### src/rtl/cpu_run_controller_pkg.sv
// Shared definitions for the single-cycle RISC-V run controller.
//
// Contents:
//   run_state_t     - sequencer states (IDLE, CLEAR, PRELOAD, RUN, DONE)
//   OPC_SYSTEM      - ecall/ebreak opcode that ends a run
//   DEF_CLR_CYCLES  - default number of cycles the datapath reset is held
//   DEF_MAX_CYCLES  - default watchdog limit in enabled cycles (0 = off)
package cpu_run_pkg;

    typedef enum logic [2:0] {
        IDLE,
        CLEAR,
        PRELOAD,
        RUN,
        DONE
    } run_state_t;

    localparam logic [6:0]  OPC_SYSTEM     = 7'h73;
    localparam int unsigned DEF_CLR_CYCLES = 2;
    localparam int unsigned DEF_MAX_CYCLES = 1000000;

endpackage

### src/rtl/cpu_run_controller_btn_sync_edge.sv
// Two-flop synchronizer plus rising-edge detector for a raw board button.
//
// Ports:
//   clk    in   system clock
//   reset  in   asynchronous, active-low reset
//   btn    in   raw button level, asynchronous to clk
//   evt    out  registered one-cycle pulse, three clocks after the button rises
module btn_sync_edge (
    input  logic clk,
    input  logic reset,
    input  logic btn,
    output logic evt
);

    logic sync1;
    logic sync2;
    logic sync2_d;

    // sync1/sync2 resolve metastability; sync2_d holds the previous clean
    // level so a rising edge yields exactly one pulse however long the
    // button is held.
    always_ff @(posedge clk or negedge reset) begin
        if (!reset) begin
            sync1   <= 1'b0;
            sync2   <= 1'b0;
            sync2_d <= 1'b0;
            evt     <= 1'b0;
        end else begin
            sync1   <= btn;
            sync2   <= sync1;
            sync2_d <= sync2;
            evt     <= sync2 & ~sync2_d;
        end
    end

endmodule

### src/rtl/cpu_run_controller.sv
// Top-level sequencer for the single-cycle RISC-V datapath.
// Latches the switch operand, holds the datapath in reset, pulses the RAM
// preload, runs the program until a SYSTEM opcode or the watchdog, and
// latches RAM[1] as the displayed result.
//
// Optional build macro RUN_CTRL_STEP_EN adds single-step ports.
//
// Ports:
//   clk          in   system clock
//   reset        in   asynchronous, active-low reset
//   start_btn    in   raw start button
//   abort        in   synchronous abort back to IDLE
//   n_sw         in   operand switches (zero-extended to 32 bits)
//   opcode       in   current instruction opcode
//   ram_word1    in   RAM[1] tap from the datapath
//   step_mode    in   (RUN_CTRL_STEP_EN) 1 = single-step
//   step_btn     in   (RUN_CTRL_STEP_EN) raw step button
//   cpu_reset    out  active-high datapath reset
//   started      out  one-cycle RAM preload strobe
//   n_escolhido  out  latched operand
//   cpu_en       out  gate for PC update, RegWrite and MemWrite
//   busy         out  high in CLEAR/PRELOAD/RUN
//   done         out  high in DONE
//   timeout      out  last run ended by the watchdog
//   result       out  RAM[1] captured at the end of the last run
//   instr_count  out  instructions committed in the last/current run
module cpu_run_controller
    import cpu_run_pkg::*;
#(
    parameter int unsigned N_WIDTH     = 8,
    parameter int unsigned CNT_WIDTH   = 32,
    parameter int unsigned MAX_CYCLES  = DEF_MAX_CYCLES,
    parameter int unsigned CLR_CYCLES  = DEF_CLR_CYCLES,
    parameter logic [6:0]  HALT_OPCODE = OPC_SYSTEM
) (
    input  logic                 clk,
    input  logic                 reset,
    input  logic                 start_btn,
    input  logic                 abort,
    input  logic [N_WIDTH-1:0]   n_sw,
    input  logic [6:0]           opcode,
    input  logic [31:0]          ram_word1,
`ifdef RUN_CTRL_STEP_EN
    input  logic                 step_mode,
    input  logic                 step_btn,
`endif
    output logic                 cpu_reset,
    output logic                 started,
    output logic [31:0]          n_escolhido,
    output logic                 cpu_en,
    output logic                 busy,
    output logic                 done,
    output logic                 timeout,
    output logic [31:0]          result,
    output logic [CNT_WIDTH-1:0] instr_count
);

    localparam logic [31:0]          CLR_LAST = 32'(CLR_CYCLES - 1);
    localparam logic [CNT_WIDTH-1:0] WD_LAST  = CNT_WIDTH'(MAX_CYCLES - 1);
    localparam bit                   WD_EN    = (MAX_CYCLES != 0);

    run_state_t  state;
    run_state_t  state_next;
    logic [31:0] clr_cnt;
    logic        start_evt;
    logic        step_ok;
    logic        halt_hit;
    logic        wd_hit;
    logic        launch;

    btn_sync_edge u_start_sync (
        .clk   (clk),
        .reset (reset),
        .btn   (start_btn),
        .evt   (start_evt)
    );

`ifdef RUN_CTRL_STEP_EN
    logic step_evt;
    logic step_pend;

    btn_sync_edge u_step_sync (
        .clk   (clk),
        .reset (reset),
        .btn   (step_btn),
        .evt   (step_evt)
    );

    // Delays each step event by one clock so cpu_en opens for exactly the
    // cycle that follows the event.
    always_ff @(posedge clk or negedge reset) begin
        if (!reset) begin
            step_pend <= 1'b0;
        end else begin
            step_pend <= step_evt;
        end
    end

    assign step_ok = !step_mode || step_pend;
`else
    assign step_ok = 1'b1;
`endif

    // The halt opcode is decoded combinationally so it never commits; in
    // step mode both halt and watchdog only look at enabled cycles.
    assign halt_hit = (state == RUN) && step_ok && (opcode == HALT_OPCODE);
    assign cpu_en   = (state == RUN) && step_ok && (opcode != HALT_OPCODE);
    assign wd_hit   = WD_EN && cpu_en && (instr_count == WD_LAST);

    assign cpu_reset = (state == IDLE) || (state == CLEAR);
    assign started   = (state == PRELOAD);
    assign busy      = (state == CLEAR) || (state == PRELOAD) || (state == RUN);
    assign done      = (state == DONE);

    // A new run may only be launched from a resting state, and an abort
    // taken in DONE overrides a simultaneous start.
    assign launch = start_evt && ((state == IDLE) || ((state == DONE) && !abort));

    // Next-state decode; abort overrides every other transition.
    always_comb begin
        state_next = state;
        case (state)
            IDLE:    if (start_evt) state_next = CLEAR;
            CLEAR:   if (clr_cnt == CLR_LAST) state_next = PRELOAD;
            PRELOAD: state_next = RUN;
            RUN:     if (halt_hit || wd_hit) state_next = DONE;
            DONE:    if (start_evt) state_next = CLEAR;
            default: state_next = IDLE;
        endcase
        if (abort && (state != IDLE)) begin
            state_next = IDLE;
        end
    end

    // State register, CLEAR dwell counter and the run bookkeeping. An
    // abort leaves result, instr_count and timeout exactly as they were.
    always_ff @(posedge clk or negedge reset) begin
        if (!reset) begin
            state       <= IDLE;
            clr_cnt     <= '0;
            n_escolhido <= '0;
            result      <= '0;
            instr_count <= '0;
            timeout     <= 1'b0;
        end else begin
            state   <= state_next;
            clr_cnt <= (state == CLEAR) ? clr_cnt + 32'd1 : '0;
            if (launch) begin
                n_escolhido <= 32'(n_sw);
                instr_count <= '0;
                timeout     <= 1'b0;
            end else if ((state == RUN) && !abort) begin
                if (cpu_en && (instr_count != '1)) begin
                    instr_count <= instr_count + CNT_WIDTH'(1);
                end
                if (halt_hit) begin
                    result <= ram_word1;
                end else if (wd_hit) begin
                    result  <= ram_word1;
                    timeout <= 1'b1;
                end
            end
        end
    end

endmodule

### config.mk
export PLATFORM = sky130hd
export DESIGN_NAME = cpu_run_controller
export DESIGN_NICKNAME = d
export VERILOG_FILES = /design/src/rtl/cpu_run_controller_pkg.sv /design/src/rtl/cpu_run_controller_btn_sync_edge.sv /design/src/rtl/cpu_run_controller.sv
export SDC_FILE = /design/constraint.sdc
export NUM_CORES = 1
export LEC_CHECK = 0
export CORE_MARGIN = 10
export CORE_UTILIZATION = 50
export CTS_BUF_LIST = sky130_fd_sc_hd__clkbuf_8
export DETAILED_ROUTE_END_ITERATION = 8
export GPL_ROUTABILITY_DRIVEN = 0
export MAX_ROUTING_LAYER = met4
export PLACE_DENSITY_LB_ADDON = 0.05
export SYNTH_ARGS = -nofsm -noshare
export SYNTH_HDL_FRONTEND = slang
export SYNTH_SLANG_ARGS = --single-unit
export TNS_END_PERCENT = 30
### constraint.sdc
create_clock -name clk -period 3.5 [get_ports clk]
set_input_delay 0.7 -clock clk [delete_from_list [all_inputs] [get_ports clk]]
set_output_delay 0.7 -clock clk [all_outputs]
set_load 0.01 [all_outputs]
==> results <==
[sequential cells by signal, summed over array words and instances, names as in the netlist]
| signal | flops |
|---|---|
| clr_cnt | 32 |
| instr_count | 32 |
| n_escolhido | 8 |
| result | 32 |
| state | 3 |
| timeout | 1 |
| u_start_sync.evt | 1 |
| u_start_sync.sync1 | 1 |
| u_start_sync.sync2 | 1 |
| u_start_sync.sync2_d | 1 |
[per-layer routing]
layer	wire, um	GRT usage	vias up
met5	0	-	-
met3	1067	0.06456	10
li1	-	-	2173
met2	6654	0.2688	143
met1	6957	0.2492	2251
met4	108	0.04354	0
[power by group]
part	total (mW)	switching [mW]	leakage, nW	internal (mW)
logic	0.677	0.352	1.33	0.325
registers	1.48	0.0856	1.51	1.39
clock network	0.864	0.445	0.113	0.419
[area by class of cell]
class / count / area share
Tap cell: 140 / 0.02427
Clock buffer: 10 / 0.01907
Inverter: 8 / 0.004160
Sequential cell: 112 / 0.3883
Multi-Input combinational cell: 401 / 0.3651
Clock inverter: 5 / 0.01092
Timing Repair Buffer: 137 / 0.1882
[cell families after synthesis]
logic type / count (synthesis) / synth area share
other cells: 1 / 0.0006578
buf+inv: 59 / 0.06277
xor+xnor: 26 / 0.03995
simple gates: 235 / 0.2261
mux: 32 / 0.08297
compound gates: 81 / 0.08933
fa+ha+maj: 3 / 0.006585
flops: 112 / 0.4917
[cell usage in the layout, fill, tap and decap left out, types with 7 or more instances in the layout]
cell type / n
conb_1: 24
and4_1: 12
o211ai_1: 7
o21ai_0: 21
nor4_1: 11
xor2_1: 12
nand3_1: 27
nand2_1: 57
or3_1: 20
xnor2_1: 14
and3_1: 9
mux2_4: 30
or4_1: 11
nor3_1: 13
clkbuf_8: 10
clkdlybuf4s50_1: 127
inv_1: 8
a21oi_1: 30
nor2_1: 36
buf_4: 9
dfrtp_1: 112
nand4_1: 17
o31ai_1: 14
[through the flow]
stage	instances	total power, mW
after floorplan	572	1.846
after global placement	798	2.164
after detailed placement	798	2.181
after CTS	813	3.057
after global routing	813	3.169
final	813	3.018
[how the worst min path moves through the flow]
stage | from | end | slack (ps) | cells after the start
6_report | reset | result[31]$_DFFE_PN0P_ | 360 | 1
5_1_grt | u_start_sync.sync1$_DFF_PN0_ | u_start_sync.sync2$_DFF_PN0_ | 380 | 0
4_1_cts | u_start_sync.sync1$_DFF_PN0_ | u_start_sync.sync2$_DFF_PN0_ | 360 | 0
3_5_place_dp | u_start_sync.sync1$_DFF_PN0_ | u_start_sync.sync2$_DFF_PN0_ | 340 | 0
3_3_place_gp | u_start_sync.sync1$_DFF_PN0_ | u_start_sync.sync2$_DFF_PN0_ | 340 | 0
2_1_floorplan | u_start_sync.sync1$_DFF_PN0_ | u_start_sync.sync2$_DFF_PN0_ | 330 | 0
[worst reg2reg max path, stage by stage (launching register included)]
cell	delay, ps
dfrtp_1	500
nand4_1	220
or4_1	670
o31ai_4	880
buf_4	330
o211ai_1	110
o31ai_1	110
==> impl_metrics.ini <==
[grt]
grt_pass1_wl_um = 24110
grt_usage = 0.1873
grt_max_degree = 60
grt-ovfl-total = 0
grt_pass1_vias = 4490
antenna_found_initial = 0

[setup_path]
cp_num_cells = 5
r2r_cells = 6
rr_endpoint = instr_count[3]$_DFFE_PN0P_
arrival_ps = 2590
crit_type = primary input to primary output
path_delay_family = buffers and inverters
crit_chain = clkdlybuf4s50_1 -> nand4b_1 -> or3_2 -> nor3b_1 -> clkdlybuf4s50_1
crit_top_cell = clkdlybuf4s50_1
startpoint = opcode[5]
r2r_setup_slack_ps = 590
path_buf_inv = 2
cp-endpoint = cpu_en
slowest_stage = or3_2
rr_startpoint = instr_count[10]$_DFFE_PN0P_
worstPathMaxFanout = 5
startpoint_type = primary input
required_ps = 2800
end_kind = primary output
max_stage_delay_ps = 570

[timing]
hold_viol_final = 0
maxSlewHeadroom = 0.3345
post-route-period-util = 0.9387
timing.fmax_mhz = 304.4
drv_slew = 0
worstMarginPinSlew_ps = 998.3
hold_ws_ps = 360.9
clock_skew_ps = 10.29
rsz0062_at_grt = no
period_minus_slack_ps = 3286
finalSetupTns_ps = 0
setup_viol = 0
fin_ws_ps = 214.5

[logic_synthesis]
yosys.area.top_type = dfrtp_1
synth.top_cells.by_count = dfrtp_1, nand2_1, nor2_1
avgSynthCellArea_um2 = 10.38
yosys-top-cells-area = dfrtp_1, mux2_4, nand2_1
async_flop_share = 1.000
yosysWarnings = 0
syn_inst = 549
ys_seq_area_frac = 0.4917
synth.most_common_cell = dfrtp_1
synth_edf_count = 0
ys_types = 51
netlist.area_leader.share = 0.4917
ys_ff_latch = 112
syn_area_um2 = 5700
synth-main-ff-cell = dfrtp_1

[route]
antenna_left = 0
drt_iter0_markers = 366
vias = 4577
wl_per_cell_um = 18.19
drc = 0
first_pass_iters = 4
routed_wl_um = 14790
post_drt_via_cell_ratio = 5.630

[floorplanning]
pin_count = 153
die-area_um2 = 16070
fp.dieW_um = 126.8
start_util = 0.5190
die_h_um = 126.8
rows = 38
core_area_um2 = 10980

[place]
place_hpwl_um = 10930
port_buffers = 128
dp_slack_ps = 219.3
placed_cell_area_um2 = 7002

[cts]
post-cts-setup-buffer-count = 0
cts-root-buf = clkbuf_8
cts_tree = built
ctsHoldBuffers = 0
htreeDepth = 3
cts_resized = 0
clkTransAtPathRegs_ps = 100
insertion_delay_ps = 390
clock-sinks = 112
cts_max_path_buffers = 2
cts_buffers = 9

[worst_hold_path]
min_path_type = primary input to async pin

[final_layout]
multiInputGateArea_um2 = 2635
nFillCells = 887
final_cell_area_um2 = 7218
fin_nets = 723
diodes = 0
regArea_um2 = 2803
syn_to_final_growth_pct = 26.62
utilization = 0.6572
drive_above_1_share = 0.1010

[power_and_ir_drop]
p_per_area_nw_per_um2 = 418.1
leakage_nw = 2.952
vdd.ir_drop.worst_mv = 0.3861

[status]
status = completed

[run]
maxCapViolations = 0
Power figures use the tool's default switching activity.
==> RTL change 1 (config.mk and constraints unchanged) <==
Set the parameter `CNT_WIDTH` to 28 (it was 32).
--- a/src/rtl/cpu_run_controller.sv
+++ b/src/rtl/cpu_run_controller.sv
@@ -29,5 +29,5 @@
 #(
     parameter int unsigned N_WIDTH     = 8,
-    parameter int unsigned CNT_WIDTH   = 32,
+    parameter int unsigned CNT_WIDTH   = 28,
     parameter int unsigned MAX_CYCLES  = DEF_MAX_CYCLES,
     parameter int unsigned CLR_CYCLES  = DEF_CLR_CYCLES,
Ports: changed (resized instr_count); port bits go from 153 to 149. No check against the original RTL was run, so the function may have changed too.
==> RTL change 1 against the unedited design <==
- final area fell by 6.8%
- cell count shrank 6.4%
- sequential cell count down 4
- clock skew grew 9.4 ps
- total power is 4.0% lower
- die area down 7.8%
- sequential share of layout area up 1.4 points
- wire length is 12% lower
- area after synthesis is 9.2% lower
- worst setup slack improved by 260 ps
- critical path depth did not move
- highest routed layer unchanged
==> RTL change 1: results (changes against the unedited design) <==
| Metric | Value |
|---|---|
| Largest net degree at the start of global routing | 86 (+43%) |
| Met3 Use GR | 0.0421 (-0.0225) |
| Slowest cell on crit path | clkdlybuf4s50_1 |
| Vias/cell | 5.35 (-5.0%) |
| Placed cell area | 6470 sq um (-7.6%) |
| Xor and xnor area share after synthesis | 0.0592 (+0.0193) |
| Met2 GRT Util | 0.298 (+0.0295) |
| Via count | 4071 (-11%) |
| Multiplexer area fraction after synthesis | 0.0735 (-0.00947) |
| Crit-path max FO | 4 (-1) |
| Share of post-route cells with drive strength above 1 | 0.114 (+0.0126) |
| Reg-to-Reg End | result[18] |
| Adder-cell share of the synthesized area | 0.00725 (+0.000669) |
| Worst reg2reg path depth | 7 (+1) |
| Gr usage total | 0.178 (-0.00958) |
| Initial DRC Count | 240 (-34%) |
| Synth Instances | 497 (-9.5%) |
| Layout fillers | 823 (-7.2%) |
| Max rail drop VDD | 0.000220 V (-43%) |
| Clock skew | 19.7 ps (+9.36 ps) |
| HPWL Detailed | 9620 microns (-12%) |
| Status | finished, final reports clean |
| GR Util met1 | 0.202 (-0.0468) |
| Worst path max stage delay | 550 ps (-20 ps) |
| First-pass GRT wire length | 20700 microns (-14%) |
| Nets | 674 (-6.8%) |
| Sequential area share after synthesis | 0.522 (+0.0306) |
| Metal-1 WL | 5200 microns (-25%) |
| FF-to-FF Start | instr_count[0] |
| Critical path arrival | 2320 ps (-270 ps) |
| Crit path launch | opcode[2] |
| Detailed Route WL | 13000 microns (-12%) |
| Synth top cells by count | dfrtp_1 (108), nand2_1 (48), nor2_1 (47) |
| Leakage power | 2.92 nW (-0.99%) |
| FF-to-FF setup slack | 1120 ps (+530 ps) |
| Cts bufs inserted | 9 (unchanged) |
| Placed insts | 745 (-6.6%) |
| Top post-synthesis cells by area | dfrtp_1 (52%), mux2_2 (7.0%), xor2_1 (4.2%), buf_4 (3.6%), nand2_1 (3.5%) |
| Post-synth ARST share | 1.00 (unchanged) |
| Post-route minimum period | 3020 ps (-262 ps) |
| DP Worst Slack | 474 ps (+254 ps) |
| DR WL met2 | 6700 microns (+0.69%) |
| ANT cells | 0 (unchanged) |
| Number of port buffers | 124 (-3.1%) |
| Worst-Margin Slew | 1070 ps (+73.2 ps) |
| Vias in the first global route | 4159 (-7.4%) |
| Largest regs | clr_cnt: 32 flops, result: 32 flops, instr_count: 28 flops |
| Worst Hold Class | reg -> reg |
| Synth Area in Compound Gates | 0.0677 (-0.0216) |
| Metal3 WL | 919 microns (-14%) |
| Worst Hold Margin | 356 ps (-4.85 ps) |
## RTL change 1: cell count changes after synthesis, sizes merged, moves of 10 or more
cell / change
xor2: +13
nor2: +11
o31ai: -11
a21oi: -10
## RTL change 1: where the power goes
part | switching [mW] | internal, mW | total (mW)
Clock | 0.459 | 0.488 | 0.947
Sequential | 0.0631 | 1.33 | 1.39
Combinational | 0.301 | 0.260 | 0.561
Total | 0.823 | 2.07 | 2.90
## RTL change 1: layout make-up
cell class | instances | area, sq um | area share
Sequential cell | 108 | 2700 | 0.402
Multi-Input combinational cell | 363 | 2280 | 0.339
Timing Repair Buffer | 132 | 1300 | 0.193
Tap cell | 136 | 170 | 0.0253
Clock inverter | 7 | 129 | 0.0192
Clock buffer | 9 | 124 | 0.0184
Inverter | 6 | 22.5 | 0.00335
## RTL change 1: logic make-up after synthesis
group           count (synthesis)
compound gates                 58
xor+xnor                       35
fa+ha+maj                       3
buf+inv                        49
flops                         108
mux                            34
other cells                     1
simple gates                  209
==> RTL change 2 (same flow settings) <==
Without the edit above. One comparison of `instr_count` changes from == to >=.
--- a/src/rtl/cpu_run_controller.sv
+++ b/src/rtl/cpu_run_controller.sv
@@ -106,5 +106,5 @@
     assign halt_hit = (state == RUN) && step_ok && (opcode == HALT_OPCODE);
     assign cpu_en   = (state == RUN) && step_ok && (opcode != HALT_OPCODE);
-    assign wd_hit   = WD_EN && cpu_en && (instr_count == WD_LAST);
+    assign wd_hit   = WD_EN && cpu_en && (instr_count >= WD_LAST);
 
     assign cpu_reset = (state == IDLE) || (state == CLEAR);
Behaviour: no difference found for any inputs over 10 cycles, from zero or initial values and one cycle with reset low; that may be too few to reach the edited logic, so the function may still have changed.
==> RTL change 2 against the unedited design <==
- sequential cell count unchanged
- final area fell by 2.7%
- area after synthesis decreased by 3.1%
- worst setup slack improved by 300 ps
- combinational power fell by 18%
- total power fell by 10%
- wire length decreased by 5.4%
==> RTL change 2: results (changes against the unedited design) <==
| Metric | Value |
|---|---|
| Most frequent cell after synthesis | dfrtp_1 |
| Layout fillers | 945 (+6.5%) |
| First-pass GRT wire length | 23000 microns (-4.7%) |
| Clk_lat worst skew | approximately 380 ps |
| DRT Pass-1 Iters | 4 (unchanged) |
| Clock skew | 11.6 ps (+1.29 ps) |
| Worst-Margin Slew | 1020 ps (+23.1 ps) |
| # hold bufs at CTS | 0 (unchanged) |
| Initial DRC Count | 362 (-1.1%) |
| Vias in the first global route | 4442 (-1.1%) |
| FF-to-FF setup slack | 720 ps (+130 ps) |
| Worst path max stage delay | 490 ps (-80 ps) |
| Initial antenna violation count | 1 (+1) |
| FF-to-FF Start | instr_count[12] |
| Longest Clk Path Bufs | 2 (unchanged) |
| Fin crit share | 0.854 (-0.0846) |
| Root Buffer | clkbuf_8 |
| DP Worst Slack | 456 ps (+236 ps) |
| Top post-synthesis cells by area | dfrtp_1 (51%), mux2_1 (5.9%), nand2_1 (3.7%), buf_4 (3.4%), nand3_1 (3.3%) |
| Synth Instances | 545 (-0.73%) |
| Number of port buffers | 128 (unchanged) |
| Gr usage total | 0.181 (-0.00652) |
| H-tree depth | 3 (unchanged) |
| Reg-to-Reg End | result[0] |
| Cell variety after synth | 55 (+7.8%) |
| Clock transition at path regs | roughly 90 ps |
| Largest regs | clr_cnt: 32 flops, instr_count: 32 flops, result: 32 flops |
| Worst reg2reg path depth | 6 (unchanged) |
| HPWL Detailed | 10500 microns (-3.9%) |
| Worst Hold Class | in -> async |
| Worst Hold Margin | 367 ps (+5.75 ps) |
| Via count | 4459 (-2.6%) |
| Setup Buffers After CTS | 0 (unchanged) |
| Crit-path max FO | 5 (unchanged) |
| Max rail drop VDD | 0.000255 V (-34%) |
| Gr ovfl total | 0 (unchanged) |
| Status | finished, final reports clean |
| Synth top cells by count | dfrtp_1 (112), nand2_1 (54), nor2_1 (42) |
| Drt wl/cell | 17.2 microns (-5.6%) |
| Sequential area share after synthesis | 0.507 (+0.0156) |
| Final hold vios | 0 (unchanged) |
| Nets | 723 (unchanged) |
| Leakage power | 3.08 nW (+4.3%) |
| Placed insts | 798 (unchanged) |
| Post-CTS sizing | 0 (unchanged) |
| Post-synth ARST share | 1.00 (unchanged) |
| Yosys Warn Count | 0 (unchanged) |
| Share of post-route cells with drive strength above 1 | 0.0579 (-0.0432) |
| Cts bufs inserted | 9 (unchanged) |
| Detailed Route WL | 14000 microns (-5.4%) |
| Critical path arrival | 2290 ps (-300 ps) |
| Slowest cell on crit path | clkdlybuf4s50_1 |
| Largest net degree at the start of global routing | 113 (+88%) |
RTL change 2: worst max-delay path by stage:
stage / start / to / depth (start not counted)
final: opcode[2] / cpu_en / 5
after floorplan: abort / instr_count[29] / 6
after global routing: opcode[2] / cpu_en / 5
after detailed placement: abort / instr_count[29] / 6
after global placement: opcode[2] / cpu_en / 5
after CTS: opcode[6] / cpu_en / 5
RTL change 2: layout make-up:
cell class              count  area, sq um  share of cell area
diodes                      1         2.50            0.000356
clock buffers              10          138              0.0196
clock inverters             6         36.3             0.00517
inverters                  11         41.3             0.00588
multi-input cells         398         2470               0.351
flip-flops and latches    112         2800               0.399
well taps                 140          175              0.0250
repair buffers            137         1360               0.194
RTL change 2: metal layers:
metal | vias up | GRT usage | wire (microns)
li1 | 2137 | - | -
met1 | 2202 | 0.201 | 5600
met2 | 108 | 0.309 | 7380
met3 | 12 | 0.0528 | 847
met4 | 0 | 0.0508 | 172
met5 | - | - | 0
RTL change 2: cells by family (layout without fill, tap and decap cells):
| logic type | Yosys count | count (layout) | synth area share |
|---|---|---|---|
| adders and majority gates | 3 | 3 | 0.00679 |
| muxes | 34 | 34 | 0.0688 |
| DFF | 112 | 112 | 0.507 |
| other | 1 | 25 | 0.000679 |
| xor gates and xnor gates | 29 | 29 | 0.0460 |
| buffers and inverters | 58 | 164 | 0.0636 |
| AOI/OAI and AO/OA | 76 | 76 | 0.0820 |
| and+or+nand+nor | 232 | 232 | 0.225 |
RTL change 2: critical path: cells and delay by family:
kind | cells | cell delay, ps
buf+inv | 3 | 960
compound gates | 1 | 360
simple gates | 1 | 270
RTL change 2: where the power goes:
group | internal (mW) | switching, mW | leakage, nW | total, mW
sequential | 1.37 | 0.0697 | 1.54 | 1.44
combinational | 0.258 | 0.294 | 1.45 | 0.553
clock | 0.274 | 0.440 | 0.0855 | 0.714
total | 1.90 | 0.804 | 3.08 | 2.70
RTL change 2: per-stage QoR:
stage / instance area [sq um] / power, mW
final: 7020 / 2.70
after global routing: 7020 / 2.85
after CTS: 7020 / 2.74
after detailed placement: 6840 / 2.02
after global placement: 6840 / 2.01
after floorplan: 5610 / 1.74
